--- config.mk ---
export PLATFORM = sky130hd
export DESIGN_NAME = id_ex_stage_flat
export DESIGN_NICKNAME = d
export VERILOG_FILES = /design/src/rtl/id_ex_stage_pkg.sv /design/src/rtl/id_ex_stage_if.sv /design/src/rtl/id_ex_stage_load_use_detect.sv /design/src/rtl/id_ex_stage.sv /design/src/flat_wrapper.sv
export SDC_FILE = /design/constraint.sdc
export NUM_CORES = 1
export LEC_CHECK = 0
export CORE_MARGIN = 8
export CORE_UTILIZATION = 35
export CTS_BUF_LIST = sky130_fd_sc_hd__clkbuf_4 sky130_fd_sc_hd__clkbuf_8
export DETAILED_ROUTE_END_ITERATION = 10
export PLACE_DENSITY = 0.83
export SYNTH_ARGS = -nofsm -noshare
export SYNTH_HDL_FRONTEND = slang
export SYNTH_HIERARCHICAL = 1
export SYNTH_SLANG_ARGS = --single-unit
--- constraint.sdc ---
create_clock -name clk -period 2.5 [get_ports clk]
set_clock_uncertainty 0.05 [all_clocks]
set_input_delay 0.25 -clock clk [delete_from_list [all_inputs] [get_ports clk]]
set_output_delay 0.25 -clock clk [all_outputs]
set_load 0.1 [all_outputs]
--- src/rtl/id_ex_stage_pkg.sv ---
// rtl/id_ex_stage_pkg.sv - shared CPU constants, control-bundle layout and EX register type
package id_ex_stage_pkg;

    localparam int CTRL_W = 19;
    localparam logic [4:0] REG_LINK = 5'd31;

    // Bit positions of the decoder bundle, MSB first
    localparam int CTRL_BEQ        = 18;
    localparam int CTRL_BNE        = 17;
    localparam int CTRL_MEM_TO_REG = 16;
    localparam int CTRL_MEM_WRITE  = 15;
    localparam int CTRL_ALU_OP_LSB = 11;
    localparam int CTRL_ALU_SRC_B  = 10;
    localparam int CTRL_REG_WRITE  = 9;
    localparam int CTRL_REG_DST    = 8;
    localparam int CTRL_SIGNED_EXT = 7;
    localparam int CTRL_JAL        = 6;
    localparam int CTRL_JMP        = 5;
    localparam int CTRL_JR         = 4;
    localparam int CTRL_SYSCALL    = 3;
    localparam int CTRL_MY_A_LSB   = 1;
    localparam int CTRL_MY_B       = 0;

    typedef logic [CTRL_W-1:0] ctrl_t;

    typedef struct packed {
        logic        valid;
        logic [31:0] pc;
        logic [31:0] rs_data;
        logic [31:0] rt_data;
        logic [31:0] imm32;
        logic [4:0]  wr_reg;
        logic [4:0]  shamt;
        logic [4:0]  rs;
        logic [4:0]  rt;
        ctrl_t       ctrl;
    } ex_reg_t;

    function automatic logic [31:0] ext_imm(input logic [15:0] imm, input logic sext);
        return sext ? {{16{imm[15]}}, imm} : {16'h0000, imm};
    endfunction

endpackage

--- src/rtl/id_ex_stage_if.sv ---
// rtl/id_ex_stage_if.sv - ID-side inputs and EX-side outputs of the ID/EX pipeline register
interface id_ex_stage_if;
    import id_ex_stage_pkg::*;

    logic        id_valid;
    logic [31:0] id_pc;
    logic [4:0]  id_rs;
    logic [4:0]  id_rt;
    logic [4:0]  id_rd;
    logic [4:0]  id_shamt;
    logic [15:0] id_imm16;
    logic [31:0] id_rs_data;
    logic [31:0] id_rt_data;
    ctrl_t       id_ctrl;
    logic        ex_flush;
    logic        mem_stall;

    logic        id_stall;
    logic        ex_valid;
    logic [31:0] ex_pc;
    logic [31:0] ex_rs_data;
    logic [31:0] ex_rt_data;
    logic [31:0] ex_imm32;
    logic [4:0]  ex_wr_reg;
    logic [4:0]  ex_shamt;
    logic [4:0]  ex_rs;
    logic [4:0]  ex_rt;
    ctrl_t       ex_ctrl;
    logic [15:0] bubble_cnt;

    modport slave (
        input  id_valid, id_pc, id_rs, id_rt, id_rd, id_shamt, id_imm16,
               id_rs_data, id_rt_data, id_ctrl, ex_flush, mem_stall,
        output id_stall, ex_valid, ex_pc, ex_rs_data, ex_rt_data, ex_imm32,
               ex_wr_reg, ex_shamt, ex_rs, ex_rt, ex_ctrl, bubble_cnt
    );

    modport master (
        output id_valid, id_pc, id_rs, id_rt, id_rd, id_shamt, id_imm16,
               id_rs_data, id_rt_data, id_ctrl, ex_flush, mem_stall,
        input  id_stall, ex_valid, ex_pc, ex_rs_data, ex_rt_data, ex_imm32,
               ex_wr_reg, ex_shamt, ex_rs, ex_rt, ex_ctrl, bubble_cnt
    );

endinterface

--- src/rtl/id_ex_stage_load_use_detect.sv ---
// rtl/id_ex_stage_load_use_detect.sv - combinational load-use hazard detector
module load_use_detect (
    input  logic       ex_valid_i,
    input  logic       ex_mem_to_reg_i,
    input  logic [4:0] ex_wr_reg_i,
    input  logic       id_valid_i,
    input  logic [4:0] id_rs_i,
    input  logic [4:0] id_rt_i,
    input  logic       id_jmp_i,
    input  logic       id_jal_i,
    input  logic       id_syscall_i,
    input  logic       id_reg_dst_i,
    input  logic       id_mem_write_i,
    input  logic       id_beq_i,
    input  logic       id_bne_i,
    output logic       hazard_o
);

    logic uses_rs;
    logic uses_rt;

    assign uses_rs = ~(id_jmp_i | id_jal_i | id_syscall_i);
    assign uses_rt = id_reg_dst_i | id_mem_write_i | id_beq_i | id_bne_i;

    // $0 never carries a real dependency, so a load into it cannot stall
    assign hazard_o = ex_valid_i & ex_mem_to_reg_i & (ex_wr_reg_i != 5'd0) & id_valid_i &
                      (((ex_wr_reg_i == id_rs_i) & uses_rs) |
                       ((ex_wr_reg_i == id_rt_i) & uses_rt));

endmodule

--- src/rtl/id_ex_stage.sv ---
// rtl/id_ex_stage.sv - ID/EX pipeline register with load-use bubbling and bubble counter
module id_ex_stage
    import id_ex_stage_pkg::*;
(
    input  logic          clk,
    input  logic          rst_n,
    id_ex_stage_if.slave  bus
);

    ex_reg_t     ex_q;
    ex_reg_t     ex_d;
    logic [15:0] bubble_cnt_q;
    logic [15:0] bubble_cnt_d;
    logic        bubble_inc;
    logic        hazard;
    logic [4:0]  wr_reg_sel;

    load_use_detect u_load_use_detect (
        .ex_valid_i      (ex_q.valid),
        .ex_mem_to_reg_i (ex_q.ctrl[CTRL_MEM_TO_REG]),
        .ex_wr_reg_i     (ex_q.wr_reg),
        .id_valid_i      (bus.id_valid),
        .id_rs_i         (bus.id_rs),
        .id_rt_i         (bus.id_rt),
        .id_jmp_i        (bus.id_ctrl[CTRL_JMP]),
        .id_jal_i        (bus.id_ctrl[CTRL_JAL]),
        .id_syscall_i    (bus.id_ctrl[CTRL_SYSCALL]),
        .id_reg_dst_i    (bus.id_ctrl[CTRL_REG_DST]),
        .id_mem_write_i  (bus.id_ctrl[CTRL_MEM_WRITE]),
        .id_beq_i        (bus.id_ctrl[CTRL_BEQ]),
        .id_bne_i        (bus.id_ctrl[CTRL_BNE]),
        .hazard_o        (hazard)
    );

    always_comb begin
        wr_reg_sel = bus.id_rt;
        if (bus.id_ctrl[CTRL_REG_DST]) begin
            wr_reg_sel = bus.id_rd;
        end else if (bus.id_ctrl[CTRL_JAL]) begin
            wr_reg_sel = REG_LINK;
        end
    end

    // Flush beats stall beats hazard beats a normal load
    always_comb begin
        ex_d       = ex_q;
        bubble_inc = 1'b0;
        if (bus.ex_flush) begin
            ex_d = '0;
        end else if (bus.mem_stall) begin
            ex_d = ex_q;
        end else if (hazard) begin
            ex_d       = '0;
            bubble_inc = (bubble_cnt_q != 16'hFFFF);
        end else begin
            ex_d.valid   = bus.id_valid;
            ex_d.pc      = bus.id_pc;
            ex_d.rs_data = bus.id_rs_data;
            ex_d.rt_data = bus.id_rt_data;
            ex_d.imm32   = ext_imm(bus.id_imm16, bus.id_ctrl[CTRL_SIGNED_EXT]);
            ex_d.wr_reg  = wr_reg_sel;
            ex_d.shamt   = bus.id_shamt;
            ex_d.rs      = bus.id_rs;
            ex_d.rt      = bus.id_rt;
            ex_d.ctrl    = bus.id_valid ? bus.id_ctrl : '0;
        end
    end

    assign bubble_cnt_d = bubble_cnt_q + 16'd1;

    always_ff @(posedge clk or negedge rst_n) begin
        if (!rst_n) begin
            ex_q <= '0;
        end else begin
            ex_q <= ex_d;
        end
    end

    always_ff @(posedge clk or negedge rst_n) begin
        if (!rst_n) begin
            bubble_cnt_q <= 16'h0000;
        end else if (bubble_inc) begin
            bubble_cnt_q <= bubble_cnt_d;
        end
    end

    assign bus.id_stall   = hazard & ~bus.ex_flush & ~bus.mem_stall;
    assign bus.ex_valid   = ex_q.valid;
    assign bus.ex_pc      = ex_q.pc;
    assign bus.ex_rs_data = ex_q.rs_data;
    assign bus.ex_rt_data = ex_q.rt_data;
    assign bus.ex_imm32   = ex_q.imm32;
    assign bus.ex_wr_reg  = ex_q.wr_reg;
    assign bus.ex_shamt   = ex_q.shamt;
    assign bus.ex_rs      = ex_q.rs;
    assign bus.ex_rt      = ex_q.rt;
    assign bus.ex_ctrl    = ex_q.ctrl;
    assign bus.bubble_cnt = bubble_cnt_q;

endmodule

--- src/flat_wrapper.sv ---
// flat-port wrapper written by rule: the top's interface ports become plain ports
module id_ex_stage_flat import id_ex_stage_pkg::*;
  (clk, rst_n, bus_id_valid, bus_id_pc, bus_id_rs, bus_id_rt, bus_id_rd, bus_id_shamt, bus_id_imm16, bus_id_rs_data, bus_id_rt_data, bus_id_ctrl, bus_ex_flush, bus_mem_stall, bus_id_stall, bus_ex_valid, bus_ex_pc, bus_ex_rs_data, bus_ex_rt_data, bus_ex_imm32, bus_ex_wr_reg, bus_ex_shamt, bus_ex_rs, bus_ex_rt, bus_ex_ctrl, bus_bubble_cnt);
  id_ex_stage_if bus_i ();
  input  logic clk;
  input  logic rst_n;
  input wire logic [$bits(bus_i.id_valid)-1:0] bus_id_valid;
  input wire logic [$bits(bus_i.id_pc)-1:0] bus_id_pc;
  input wire logic [$bits(bus_i.id_rs)-1:0] bus_id_rs;
  input wire logic [$bits(bus_i.id_rt)-1:0] bus_id_rt;
  input wire logic [$bits(bus_i.id_rd)-1:0] bus_id_rd;
  input wire logic [$bits(bus_i.id_shamt)-1:0] bus_id_shamt;
  input wire logic [$bits(bus_i.id_imm16)-1:0] bus_id_imm16;
  input wire logic [$bits(bus_i.id_rs_data)-1:0] bus_id_rs_data;
  input wire logic [$bits(bus_i.id_rt_data)-1:0] bus_id_rt_data;
  input wire logic [$bits(bus_i.id_ctrl)-1:0] bus_id_ctrl;
  input wire logic [$bits(bus_i.ex_flush)-1:0] bus_ex_flush;
  input wire logic [$bits(bus_i.mem_stall)-1:0] bus_mem_stall;
  output wire logic [$bits(bus_i.id_stall)-1:0] bus_id_stall;
  output wire logic [$bits(bus_i.ex_valid)-1:0] bus_ex_valid;
  output wire logic [$bits(bus_i.ex_pc)-1:0] bus_ex_pc;
  output wire logic [$bits(bus_i.ex_rs_data)-1:0] bus_ex_rs_data;
  output wire logic [$bits(bus_i.ex_rt_data)-1:0] bus_ex_rt_data;
  output wire logic [$bits(bus_i.ex_imm32)-1:0] bus_ex_imm32;
  output wire logic [$bits(bus_i.ex_wr_reg)-1:0] bus_ex_wr_reg;
  output wire logic [$bits(bus_i.ex_shamt)-1:0] bus_ex_shamt;
  output wire logic [$bits(bus_i.ex_rs)-1:0] bus_ex_rs;
  output wire logic [$bits(bus_i.ex_rt)-1:0] bus_ex_rt;
  output wire logic [$bits(bus_i.ex_ctrl)-1:0] bus_ex_ctrl;
  output wire logic [$bits(bus_i.bubble_cnt)-1:0] bus_bubble_cnt;
  assign bus_i.id_valid = bus_id_valid;
  assign bus_i.id_pc = bus_id_pc;
  assign bus_i.id_rs = bus_id_rs;
  assign bus_i.id_rt = bus_id_rt;
  assign bus_i.id_rd = bus_id_rd;
  assign bus_i.id_shamt = bus_id_shamt;
  assign bus_i.id_imm16 = bus_id_imm16;
  assign bus_i.id_rs_data = bus_id_rs_data;
  assign bus_i.id_rt_data = bus_id_rt_data;
  assign bus_i.id_ctrl = bus_id_ctrl;
  assign bus_i.ex_flush = bus_ex_flush;
  assign bus_i.mem_stall = bus_mem_stall;
  assign bus_id_stall = bus_i.id_stall;
  assign bus_ex_valid = bus_i.ex_valid;
  assign bus_ex_pc = bus_i.ex_pc;
  assign bus_ex_rs_data = bus_i.ex_rs_data;
  assign bus_ex_rt_data = bus_i.ex_rt_data;
  assign bus_ex_imm32 = bus_i.ex_imm32;
  assign bus_ex_wr_reg = bus_i.ex_wr_reg;
  assign bus_ex_shamt = bus_i.ex_shamt;
  assign bus_ex_rs = bus_i.ex_rs;
  assign bus_ex_rt = bus_i.ex_rt;
  assign bus_ex_ctrl = bus_i.ex_ctrl;
  assign bus_bubble_cnt = bus_i.bubble_cnt;
  id_ex_stage u_core (.clk(clk), .rst_n(rst_n), .bus(bus_i));
endmodule
# After elaboration in Yosys (flattened, before gate mapping)
# Index checks and enable logic that the tools add are counted.
# Widths: inputs -> output; s select.
classes:
  eq_ne: 4
  add_sub_neg: 1
  mux: 10
  bitwise: 17
  n_reduce_logical: 1
op_table:
  columns: ["operator", "n"]
  rows:
  - ["$mux 168", 3]
  - ["$mux 32", 1]
  - ["$mux 19", 1]
  - ["$add 16x1->16 const B", 1]
  - ["$ne 16x16->1 const B", 1]
  - ["$eq 5x5->1", 2]
  - ["$mux 5", 2]
  - ["$and 1x1->1", 8]
  - ["$or 1x1->1", 6]
  - ["$reduce_bool 5->1", 1]
  - ["$mux 1", 3]
  - ["$not 1->1", 3]
  - ["$ne 2x2->1 const B", 1]
totals:
  in_bits: 156
  register_bits: 184
  out_inout_bits: 185
  elab_cells: 44

# Depth between registers and ports, before layout
# Gate-level depths: netlist (run 1).
logic_depth:
  word_depth: 9
  mapped_depth: 9

# Hierarchy
# The synthesis (run 1) kept the hierarchy.
by_module_without_submodules:
  columns: ["mod", "instances", "cells_each", "area_per_inst_um2"]
  rows:
  - ["id_ex_stage", 1, 452, 6336.1]
  - ["load_use_detect", 1, 19, 142.6]

# Worst setup path after synthesis (run 1)
# Ideal clock, no wire load.
synth_path:
  kind: "flip-flop to flip-flop"
  from: "register u_core.ex_q (netlist bit u_core/bus.ex_wr_reg[4])"
  to: "register u_core.bubble_cnt_q[12], in the netlist u_core/bus.bubble_cnt[12]"
  arrival_ns: 3.316
  t_required_ns: 2.287
  stages_incl_launch_ff: 10
  path_buffers: 0
  path_slack_ns: -1.030
  setup_time_ns: 0.163
  synth_period_minus_slack_ns: 3.530
  cell_sequence: "dfrtp_1 > xor2_1 > nor4_1 > nand3_1 > a21oi_1 > or3b_4 > inv_1 > nand3_2 > nor4_1 > xor2_1"
synth_via:
  elab_chain_len: 7
synth_lines:
  columns: ["item", "line_no", "source"]
  rows:
  - ["start: declaration", "id_ex_stage.sv:10", "ex_reg_t ex_q;"]
  - ["start signal: assignment", "id_ex_stage.sv:73", "ex_q <= '0;"]
  - ["start signal: assignment", "id_ex_stage.sv:75", "ex_q <= ex_d;"]
  - ["$eq 5x5->1, or another cell as far along", "id_ex_stage_load_use_detect.sv:27", "(((ex_wr_reg_i == id_rs_i) & uses_rs) |"]
  - ["$and 1x1->1, on equally long branches", "id_ex_stage_load_use_detect.sv:27, id_ex_stage_load_use_detect.sv:26, id_ex_stage_load_use_detect.sv:28", null]
  - ["$or 1x1->1 or $and 1x1->1 (tied branches)", "id_ex_stage_load_use_detect.sv:27, id_ex_stage_load_use_detect.sv:26", null]
  - ["$and 1x1->1 *", "id_ex_stage_load_use_detect.sv:26", "assign hazard_o = ex_valid_i & ex_mem_to_reg_i & (ex_wr_reg_i != 5'd0) & id_valid_i &"]
  - ["named net u_core.hazard", "id_ex_stage.sv:15", "logic hazard;"]
  - ["$mux 1 *", "id_ex_stage.sv:52", "end else if (hazard) begin"]
  - ["$mux 1 *", "id_ex_stage.sv:50", "end else if (bus.mem_stall) begin"]
  - ["$mux 1 *", "id_ex_stage.sv:48", "if (bus.ex_flush) begin"]
  - ["end signal: assignment", "id_ex_stage.sv:83", "bubble_cnt_q <= bubble_cnt_d;"]
  - ["end: declaration", "id_ex_stage.sv:12", "logic [15:0] bubble_cnt_q;"]
# The timed path passes the listed nets; every way through them passes the cells marked *.
# A chain may end at the register's enable or synchronous reset.

# Worst setup path after layout (run 1)
layout_path:
  from: "register u_core.ex_q (netlist bit u_core/bus.ex_wr_reg[3])"
  to: "output port bus_id_stall"
layout_via:
  elab_chain_len: 6
layout_lines:
  columns: ["item", "line_no", "source"]
  rows:
  - ["$eq 5x5->1, or another cell as far along", "id_ex_stage_load_use_detect.sv:27", null]
  - ["$and 1x1->1, on equally long branches", "id_ex_stage_load_use_detect.sv:27, id_ex_stage_load_use_detect.sv:26, id_ex_stage_load_use_detect.sv:28", null]
  - ["$or 1x1->1 or $and 1x1->1 (tied branches)", "id_ex_stage_load_use_detect.sv:27, id_ex_stage_load_use_detect.sv:26", null]
  - ["$and 1x1->1 *", "id_ex_stage_load_use_detect.sv:26", null]
  - ["named net u_core.hazard", "id_ex_stage.sv:15", null]
  - ["$and 1x1->1 * (2 in a row)", "id_ex_stage.sv:87", "assign bus.id_stall = hazard & ~bus.ex_flush & ~bus.mem_stall;"]
  - ["end: declaration", "flat_wrapper.sv:19", "output wire logic [$bits(bus_i.id_stall)-1:0] bus_id_stall;"]
# Marks and branches as above.

==> results of run 1 <==
## per-layer routing
| metal | share of wire [%] | routed length (um) | vias to the layer above |
|---|---|---|---|
| li1 | - | - | 2478 |
| met5 | 0 | 0 | - |
| met4 | 2.0 | 464 | 0 |
| met3 | 6.9 | 1576 | 26 |
| met2 | 50 | 11600 | 265 |
| met1 | 41 | 9350 | 2766 |
## power groups by stage
stage,Sequential [mW],Combinational (mW),Clock [mW]
final,2.96,2.00,1.93
after global routing,2.98,2.06,2.09
after CTS,2.96,1.99,1.98
after detailed placement,3.01,1.95,0
after global placement,3.00,1.93,0
after floorplan,3.98,0.291,0
## how the worst max path moves through the flow
stage | start | endpoint | slack, ns
3_5_place_dp | bus_id_rs[3] | u_core/bus.bubble_cnt[11] | -0.34
6_report | u_core/bus.ex_wr_reg[3] | bus_id_stall | -0.33
4_1_cts | u_core/bus.ex_wr_reg[4] | bus_id_stall | -0.36
3_3_place_gp | bus_id_rs[3] | u_core/bus.bubble_cnt[11] | -0.27
5_1_grt | u_core/bus.ex_wr_reg[1] | bus_id_stall | -0.41
2_1_floorplan | u_core/bus.ex_wr_reg[4] | u_core/bus.bubble_cnt[8] | -0.30
## critical path, stage by stage (launching register included)
cell and delay [ns]:
dfrtp_4 0.50, buf_4 0.14, xor2_1 0.15, nor4_1 0.18, nand3_1 0.14, a21oi_2 0.21
or3b_4 0.43, clkinvlp_4 0.09, buf_6 0.09, buf_12 0.16
## cell families after synthesis
group | count (synthesis)
AO/OA/AOI/OAI | 167
XOR/XNOR | 23
adder cells (fa/ha/maj) | 1
buffers and inverters | 50
flip-flops | 169
multiplexers | 2
AND/OR/NAND/NOR | 59
## per-stage QoR
stage	instance area, um^2	hold WS, ns	util (%)	setup TNS (ns)	setup slack, ns
after floorplan	6559	-0.09559	-	-2.468	-0.3038
after global placement	9866	0.1141	54.55	-15.33	-0.2738
after detailed placement	9866	0.1133	54.55	-19.01	-0.3398
after CTS	10530	0.1857	58.19	-2.563	-0.3619
after global routing	10680	0.2012	59.02	-5.235	-0.4121
final	10680	0.2211	59.02	-2.925	-0.3281
## cell usage after synthesis, drive strengths merged, types with 2 or more instances
cell / number / area (um^2)
xor2: 17 / 148.9
a22o: 151 / 1323
and3: 2 / 12.51
nor2: 8 / 30.03
dfrtp: 169 / 4229
buf: 24 / 157.7
nand2: 14 / 52.55
or4: 2 / 15.01
o21ai: 7 / 35.03
nand3: 12 / 70.07
xnor2: 6 / 52.55
a21oi: 5 / 28.78
clkbuf: 25 / 93.84
nor3: 6 / 35.03
and2: 2 / 12.51
nor4: 8 / 71.32
nand4: 2 / 12.51
## cells in the final DEF (no fill, tap or decap), drive strengths merged
cell | netlist | final
a21oi | 5 | 5
nor2 | 8 | 8
buf | 24 | 228
a32o | 1 | 1
mux2 | 1 | 1
clkdlybuf4s50 | 0 | 154
clkbuf | 25 | 22
or3b | 1 | 1
a22o | 151 | 151
a211oi | 1 | 1
nor4 | 8 | 8
nand2 | 14 | 14
or2 | 1 | 1
and2 | 2 | 2
ha | 1 | 1
dlygate4sd3 | 0 | 1
nor3 | 6 | 6
mux2i | 1 | 1
and3 | 2 | 2
clkinvlp | 0 | 3
dfrtp | 169 | 169
inv | 1 | 4
and2b | 1 | 1
o2111ai | 1 | 1
xnor2 | 6 | 6
xor2 | 17 | 17
o21ai | 7 | 7
nand3 | 12 | 12
clkinv | 0 | 6
or4 | 2 | 2
a21o | 1 | 1
bufinv | 0 | 1
nand4 | 2 | 2
## final cells by class
type | count | area, um^2 | share of cell area (%)
flip-flops and latches | 169 | 4245 | 39.77
repair buffers | 386 | 3568 | 33.43
multi-input cells | 252 | 2176 | 20.38
well taps | 229 | 286.5 | 2.684
clock buffers | 19 | 255.2 | 2.391
clock inverters | 13 | 136.4 | 1.278
inverters | 1 | 7.507 | 0.07032
## timing repair
action / in CTS / in global routing
hold buffers: 1 / 0
buffers inserted: 10 / 4
pin swaps: 17 / 10
endpoints found under the setup margin: 132 / 86
resized for setup: 24 / 16
gates cloned: 2 / 5
hold endpoints to repair: 41 / 0
==> metrics.csv, run 1 <==
metric,value,unit
R2R setup slack,-0.28,ns
Initial Util,35.82,%
CTS tree,yes,
Synth Area per Inst,13.76,um^2
CTS max path bufs,2,
crit path launch type,register,
clock sink count,169,
row count,49,
input/output buffers,340,
Achievable Freq,353.6,MHz
initial antenna violation count,0,
worst-path fanout max,3,
gr busiest metal,met2,
run status,"complete, but fails checks",
r2r worst-path depth,11,
Hold WC Path Type,in -> async,
combinational share of power,29.0,%
DIE HEIGHT,152.1,um
RR Startpoint,u_core/bus.ex_wr_reg[3],
n_diodes,0,
Synth Area in Adders,0.1931,%
ys async rst share,100.0,%
boundary pin count,341,
Compound-Gate Fraction of Synth Area,21.92,%
Sequential Power Share,43.0,%
Placeable Area,18090,um^2
First-pass DRT Iterations,4,
fin crit share,113.1,%
root buffer cell,clkbuf_8,
maxcap violations,0,
Post-synth EDFFs,0,
Tmin final,2.828,ns
vias,5535,
total chip power,6.883,mW
Setup Viol. Count Final,24,
"Net Count, Synth",628,
GR Util met2,32.20,%
pin count of the biggest net entering global routing,97,
H-Tree Depth,4,
1st-iter DRT viols,236,
first-pass GRT wire length,34890,um
Yosys reg bits,169,
GRT met1 Usage,22.87,%
Cells after Synth,471,
Leakage,5.220,nW
RR Endpoint,u_core/bus.bubble_cnt[5],
"Seq/Total Area, Yosys",65.28,%
violated checks,negative setup slack,
switching power,2.579,mW
Via density,5.178,
Worst-Margin Slew,0.8081,ns
critical path required time,2.20,ns
Die ar.,23120,um^2
final wirelength,22990,um
Nets,984,
clk_lat worst skew,0.44,ns
DRC,0,
post-synthesis simple-gate area fraction,5.234,%
die width,152.1,um
RSZ-0062 raised after global routing,true,
# placed instances,1018,
vias in the first global route,5810,
Crit. End Element,primary output,
Unique masters post-synth,34,
Rel. slew slack,45.72,%
wire per inst,21.51,um
largest family of logic cells by synthesized area,compound AO/OA/AOI/OAI gates,
M3 GR Usage,5.729,%
setup ws final,-0.3281,ns
gr usage total,19.10,%
gr ovfl total,0,
Post-Syn Area,6479,um^2
"Hold Violations, Final",0,
Post-synth top flop,dfrtp_1,
sw frac,37.47,%
Clock transition at path regs,0.10,ns
Post-DRT Antenna Nets,0,
CTS Buf Count,17,
internal power,4.304,mW
Max VDD drop,327.1,uV
"non-filler cells, final",1069,
mux cell area share after synthesis,0.3283,%
WP data arrival,2.53,ns
fin. max-slew vios,0,
Syn. warnings,6,
HPWL Detailed,16640,um
routability cong.,0.8593,
xor and xnor area share after synthesis,3.109,%
clock power share,28.0,%
fillers,1446,
WS Path Type,reg -> out,
Power Dens Cells,644.7,nW/um^2
fraction of layout cells with a size suffix above 1,35.71,%
Area Growth Syn to Fin,64.77,%
Note: power is estimated with default switching activity, not from simulation.
==> run 2: changes to the inputs <==
--- a/config.mk
+++ b/config.mk
@@ -9,7 +9,8 @@
 export CORE_UTILIZATION = 35
 export CTS_BUF_LIST = sky130_fd_sc_hd__clkbuf_4 sky130_fd_sc_hd__clkbuf_8
 export DETAILED_ROUTE_END_ITERATION = 10
-export PLACE_DENSITY = 0.83
+export DONT_BUFFER_PORTS = 1
+export PLACE_DENSITY = 0.59
 export SYNTH_ARGS = -nofsm -noshare
 export SYNTH_HDL_FRONTEND = slang
 export SYNTH_HIERARCHICAL = 1
==> run 2 against run 1 <==
Effect of this change:
- the run ends with negative hold slack, negative setup slack left
- critical path type unchanged
- largest power group unchanged
- die area is the same
- global-route usage shrank 0.078 points
- setup slack lost 0.12 ns
==> metrics.csv, run 2 (synthesized netlist as in run 1, its figures left out) <==
metric,value,unit
Initial Util,35.82,%
WP data arrival,2.65,ns
Final Cell Area,10540,um^2
worst-path fanout max,4,
Area Growth Syn to Fin,62.61,%
Die ar.,23120,um^2
fin crit share,117.9,%
worst hold slack,-0.5522,ns
Crit. End Element,primary output,
1st-iter DRT viols,348,
Setup Viol. Count Final,45,
Via density,5.398,
die width,152.1,um
Post-Place Cell Area,8074,um^2
"most common cell after layout, fill and taps aside",buf_4,
r2r worst-path depth,10,
CTS tree,yes,
crit path launch type,register,
vias,5609,
Achievable Freq,339.2,MHz
Hold WC Path Type,in -> async,
Rel. slew slack,42.17,%
hold buffers post-CTS,151,
initial antenna violation count,1,
Nets,954,
Clock transition at path regs,0.10,ns
RR Startpoint,u_core/bus.ex_wr_reg[3],
maxcap violations,0,
"Hold Violations, Final",169,
root buffer cell,clkbuf_8,
final wirelength,24790,um
First-pass DRT Iterations,7,
Max VDD drop,402.2,uV
Post-DRT Antenna Nets,0,
clock sink count,169,
setup ws final,-0.4483,ns
fin. max-slew vios,0,
first-pass GRT wire length,35030,um
violated checks,"negative hold slack, negative setup slack",
clk_lat worst skew,0.44,ns
boundary pin count,341,
M3 GR Usage,6.098,%
HPWL Detailed,14600,um
GR Util met2,33.83,%
H-Tree Depth,4,
CTS Buf Count,17,
Power Dens Cells,641.7,nW/um^2
gr busiest metal,met2,
critical path required time,2.20,ns
GRT met1 Usage,20.79,%
Worst-Margin Slew,0.8609,ns
input/output buffers,0,
pin count of the biggest net entering global routing,170,
Tmin final,2.948,ns
fraction of layout cells with a size suffix above 1,33.87,%
gr usage total,19.02,%
DRC,0,
run status,"complete, but fails checks",
setup tns final,-5.124,ns
CTS max path bufs,2,
RR Endpoint,u_core/bus.bubble_cnt[5],
vias in the first global route,5936,
WS Path Type,reg -> out,
DIE HEIGHT,152.1,um
gr ovfl total,0,
RSZ-0062 raised after global routing,true,
Placeable Area,18090,um^2
most frequent cells in the layout,"174 x buf_4, 161 x dfrtp_1, 151 x a22o_1, 151 x dlygate4sd3_1, 17 x clkbuf_8",
wire per inst,23.86,um
R2R setup slack,-0.36,ns
routability cong.,0.8346,
Leakage,5.145,nW
row count,49,
run 2: worst max-delay path by stage:
stage | end | from | slack [ns]
detailed placement | u_core/bus.bubble_cnt[5] | u_core/bus.ex_wr_reg[4] | -0.07
global route | bus_id_stall | u_core/bus.ex_wr_reg[3] | -0.48
global placement | u_core/bus.bubble_cnt[11] | u_core/bus.ex_wr_reg[3] | 0.02
CTS | bus_id_stall | u_core/bus.ex_wr_reg[4] | -0.33
floorplan | u_core/bus.bubble_cnt[8] | u_core/bus.ex_wr_reg[4] | -0.30
finish | bus_id_stall | u_core/bus.ex_wr_reg[3] | -0.45
run 2: worst max-delay path, cell delays in order (launching register included):
cell and delay [ns]:
dfrtp_4 0.50, xor2_1 0.17, nor4_1 0.32, nand3_1 0.18, a21oi_2 0.23, or3b_4 0.43
buf_12 0.14, clkinvlp_4 0.08, buf_12 0.17
run 2: area by class of cell:
cell class                      count  area, um^2
Fill cell                        1359        7551
Antenna cell                        1       2.502
Multi-Input combinational cell    252        2166
Clock inverter                     13       136.4
Clock buffer                       18       241.5
Tap cell                          229       286.5
Inverter                            1       7.507
Sequential cell                   169        4249
Timing Repair Buffer              356        3446
run 2: stage by stage:
step,total power [mW],cells,utilization [%],setup WS (ns)
detailed placement,4.596,833,44.64,-0.06648
finish,6.760,1039,58.25,-0.4483
CTS,6.705,1019,55.74,-0.3282
global placement,4.579,833,44.64,0.02309
global route,6.977,1039,58.25,-0.4796
floorplan,4.272,471,-,-0.3038
run 2: what timing repair did:
item                                   CTS  global route
setup endpoints to repair               37           164
endpoints found under the hold margin  321           169
resized for setup                       18            24
pin swaps                               10             5
cloned                                   0            14
buffers inserted                         4             6
run 2: power breakdown:
group	switching (mW)	internal, mW
clock network	1.08	0.826
registers	0.0675	2.87
logic	1.40	0.522
total	2.55	4.21
run 2: per-layer routing:
metal | wire length, um | vias up
li1 | - | 2421
met1 | 9317 | 2832
met2 | 13030 | 314
met3 | 1849 | 42
met4 | 592 | 0
met5 | 0 | -
==> run 3: changes to the inputs <==
--- a/config.mk
+++ b/config.mk
@@ -7,7 +7,6 @@
 export LEC_CHECK = 0
 export CORE_MARGIN = 8
 export CORE_UTILIZATION = 35
-export CTS_BUF_LIST = sky130_fd_sc_hd__clkbuf_4 sky130_fd_sc_hd__clkbuf_8
 export DETAILED_ROUTE_END_ITERATION = 10
 export DONT_BUFFER_PORTS = 1
 export PLACE_DENSITY = 0.59
==> run 3 against run 2 <==
Effect of this change:
- the flow still finishes with violations (negative hold slack, negative setup slack)
- count of clock-buffer cells in the layout is the same
- critical path depth unchanged
- cell area is 1.3% higher
- first-iteration DRC count down 13%
- final cell count fell by 0.48%
- largest cell class unchanged
==> metrics.csv, run 3 (synthesized netlist as in run 1, its figures left out) <==
metric,value,unit
Placeable Area,18090,um^2
r2r worst-path depth,10,
First-pass DRT Iterations,4,
Crit. End Element,primary output,
gr usage total,18.97,%
GRT met1 Usage,21.18,%
fraction of layout cells with a size suffix above 1,33.96,%
die width,152.1,um
Achievable Freq,344.7,MHz
clk_lat worst skew,0.41,ns
Max VDD drop,453.5,uV
critical path required time,2.20,ns
row count,49,
GR Util met2,33.28,%
DRC,0,
first-pass GRT wire length,34950,um
most frequent cells in the layout,"174 x buf_4, 161 x dfrtp_1, 151 x a22o_1",
DIE HEIGHT,152.1,um
Setup Viol. Count Final,36,
boundary pin count,341,
"most common cell after layout, fill and taps aside",buf_4,
Rel. slew slack,42.36,%
Tmin final,2.901,ns
worst-path fanout max,4,
slowest cell delay on critical path,0.49,ns
RR Endpoint,u_core/bus.bubble_cnt[5],
Power Dens Cells,694.9,nW/um^2
Critical-path top delay cell,dfrtp_4,
RR Startpoint,u_core/bus.ex_wr_reg[3],
Die ar.,23120,um^2
setup ws final,-0.4013,ns
final wirelength,24770,um
root buffer cell,clkbuf_16,
pin count of the biggest net entering global routing,170,
H-Tree Depth,4,
violated checks,"negative hold slack, negative setup slack",
Via density,5.386,
WS Path Type,reg -> out,
routability cong.,0.8346,
gr ovfl total,0,
clock sink count,169,
fillers,1349,
Nets,949,
fin. max-slew vios,0,
hold buffers post-CTS,146,
vias,5569,
R2R setup slack,-0.33,ns
RSZ-0062 raised after global routing,true,
wire per inst,23.95,um
CP most frequent cell,buf_12,
family with the most delay on the worst path,simple AND/OR/NAND/NOR gates,
Buf/Inv on CP,3,
input/output buffers,0,
WP data arrival,2.60,ns
M3 GR Usage,5.729,%
gr busiest metal,met2,
HPWL Detailed,14600,um
vias in the first global route,5899,
maxcap violations,0,
Hold WC Path Type,in -> async,
cell breakdown of the critical path,xor2_1 > nor4_1 > nand3_1 > a21oi_2 > or3b_4 > buf_12 > clkinvlp_4 > buf_12,
Post-DRT Antenna Nets,0,
pre-CTS WS,-0.06648,ns
CTS Buf Count,17,
initial antenna violation count,1,
CTS tree,yes,
CTS max path bufs,2,
1st-iter DRT viols,303,
crit path launch type,register,
Area Growth Syn to Fin,64.73,%
worst hold slack,-0.5191,ns
Clock transition at path regs,0.07,ns
fin crit share,116.1,%
Worst-Margin Slew,0.8582,ns
run status,"complete, but fails checks",
total chip power,7.417,mW
Initial Util,35.82,%
Leakage,5.208,nW
"Hold Violations, Final",169,
[run 3: cell types whose count changed in the layout (fill, tap and decap cells not counted)]
cell / before / now
clkbuf_16: 9 / 26
clkbuf_8: 17 / 0
dlygate4sd3_1: 151 / 146
clkbuf_1: 0 / 1
clkbuf_4: 1 / 0
[run 3: repair_timing]
item	4_1_cts	5_1_grt
hold endpoints to repair	316	169
gates resized for setup	17	24
setup endpoints to repair	37	164
cloned	0	14
buffers inserted	3	6
pin swaps	9	5
[run 3: layout make-up]
cell class / instances / area [um^2] / share of cell area (%)
clock inverters: 13 / 136.4 / 1.278
diodes: 1 / 2.502 / 0.02345
inverters: 1 / 7.507 / 0.07034
clock buffers: 18 / 429.2 / 4.021
flip-flops and latches: 169 / 4249 / 39.81
repair buffers: 351 / 3396 / 31.82
multi-input cells: 252 / 2166 / 20.29
well taps: 229 / 286.5 / 2.685
[run 3: how the worst max path moves through the flow]
stage          cells after the start  slack, ns                    start                         to
2_1_floorplan                      9      -0.30  u_core/bus.ex_wr_reg[4]   u_core/bus.bubble_cnt[8]
3_3_place_gp                       9       0.02  u_core/bus.ex_wr_reg[3]  u_core/bus.bubble_cnt[11]
3_5_place_dp                       9      -0.07  u_core/bus.ex_wr_reg[4]   u_core/bus.bubble_cnt[5]
4_1_cts                            8      -0.27  u_core/bus.ex_wr_reg[4]               bus_id_stall
5_1_grt                            8      -0.41  u_core/bus.ex_wr_reg[3]               bus_id_stall
6_report                           8      -0.40  u_core/bus.ex_wr_reg[3]               bus_id_stall
[run 3: layer usage]
layer,part of all wire (%),wire (um)
met4,2.9,718
met5,0,0
met3,6.7,1658
met2,53,13050
met1,38,9340
[run 3: worst register-to-register path, delay by kind of cell, from the launching register on]
family | cells | cell delay (ns)
compound gates | 2 | 0.42
xor+xnor | 2 | 0.33
buf+inv | 2 | 0.27
flops | 1 | 0.49
simple gates | 4 | 1.20
[run 3: metrics by stage]
stage | util (%) | std cells | TNS [ns] | hold slack (ns) | cell area (um^2)
4_1_cts | 56.44 | 1013 | -1.116 | -0.5443 | 10210
2_1_floorplan | - | 471 | -2.468 | -0.09559 | 6559
3_5_place_dp | 44.64 | 833 | -0.2309 | -0.09149 | 8074
6_report | 59.01 | 1034 | -4.457 | -0.5191 | 10670
3_3_place_gp | 44.64 | 833 | 0 | -0.09032 | 8074
5_1_grt | 59.01 | 1034 | -9.585 | -0.5506 | 10670
[run 3: where the power goes]
part           switching, mW  internal (mW)  total, mW  leakage [nW]
combinational           1.40          0.517       1.92          2.68
sequential            0.0674           2.87       2.94          2.25
clock                   1.16           1.40       2.57         0.273
total                   2.63           4.79       7.42          5.21
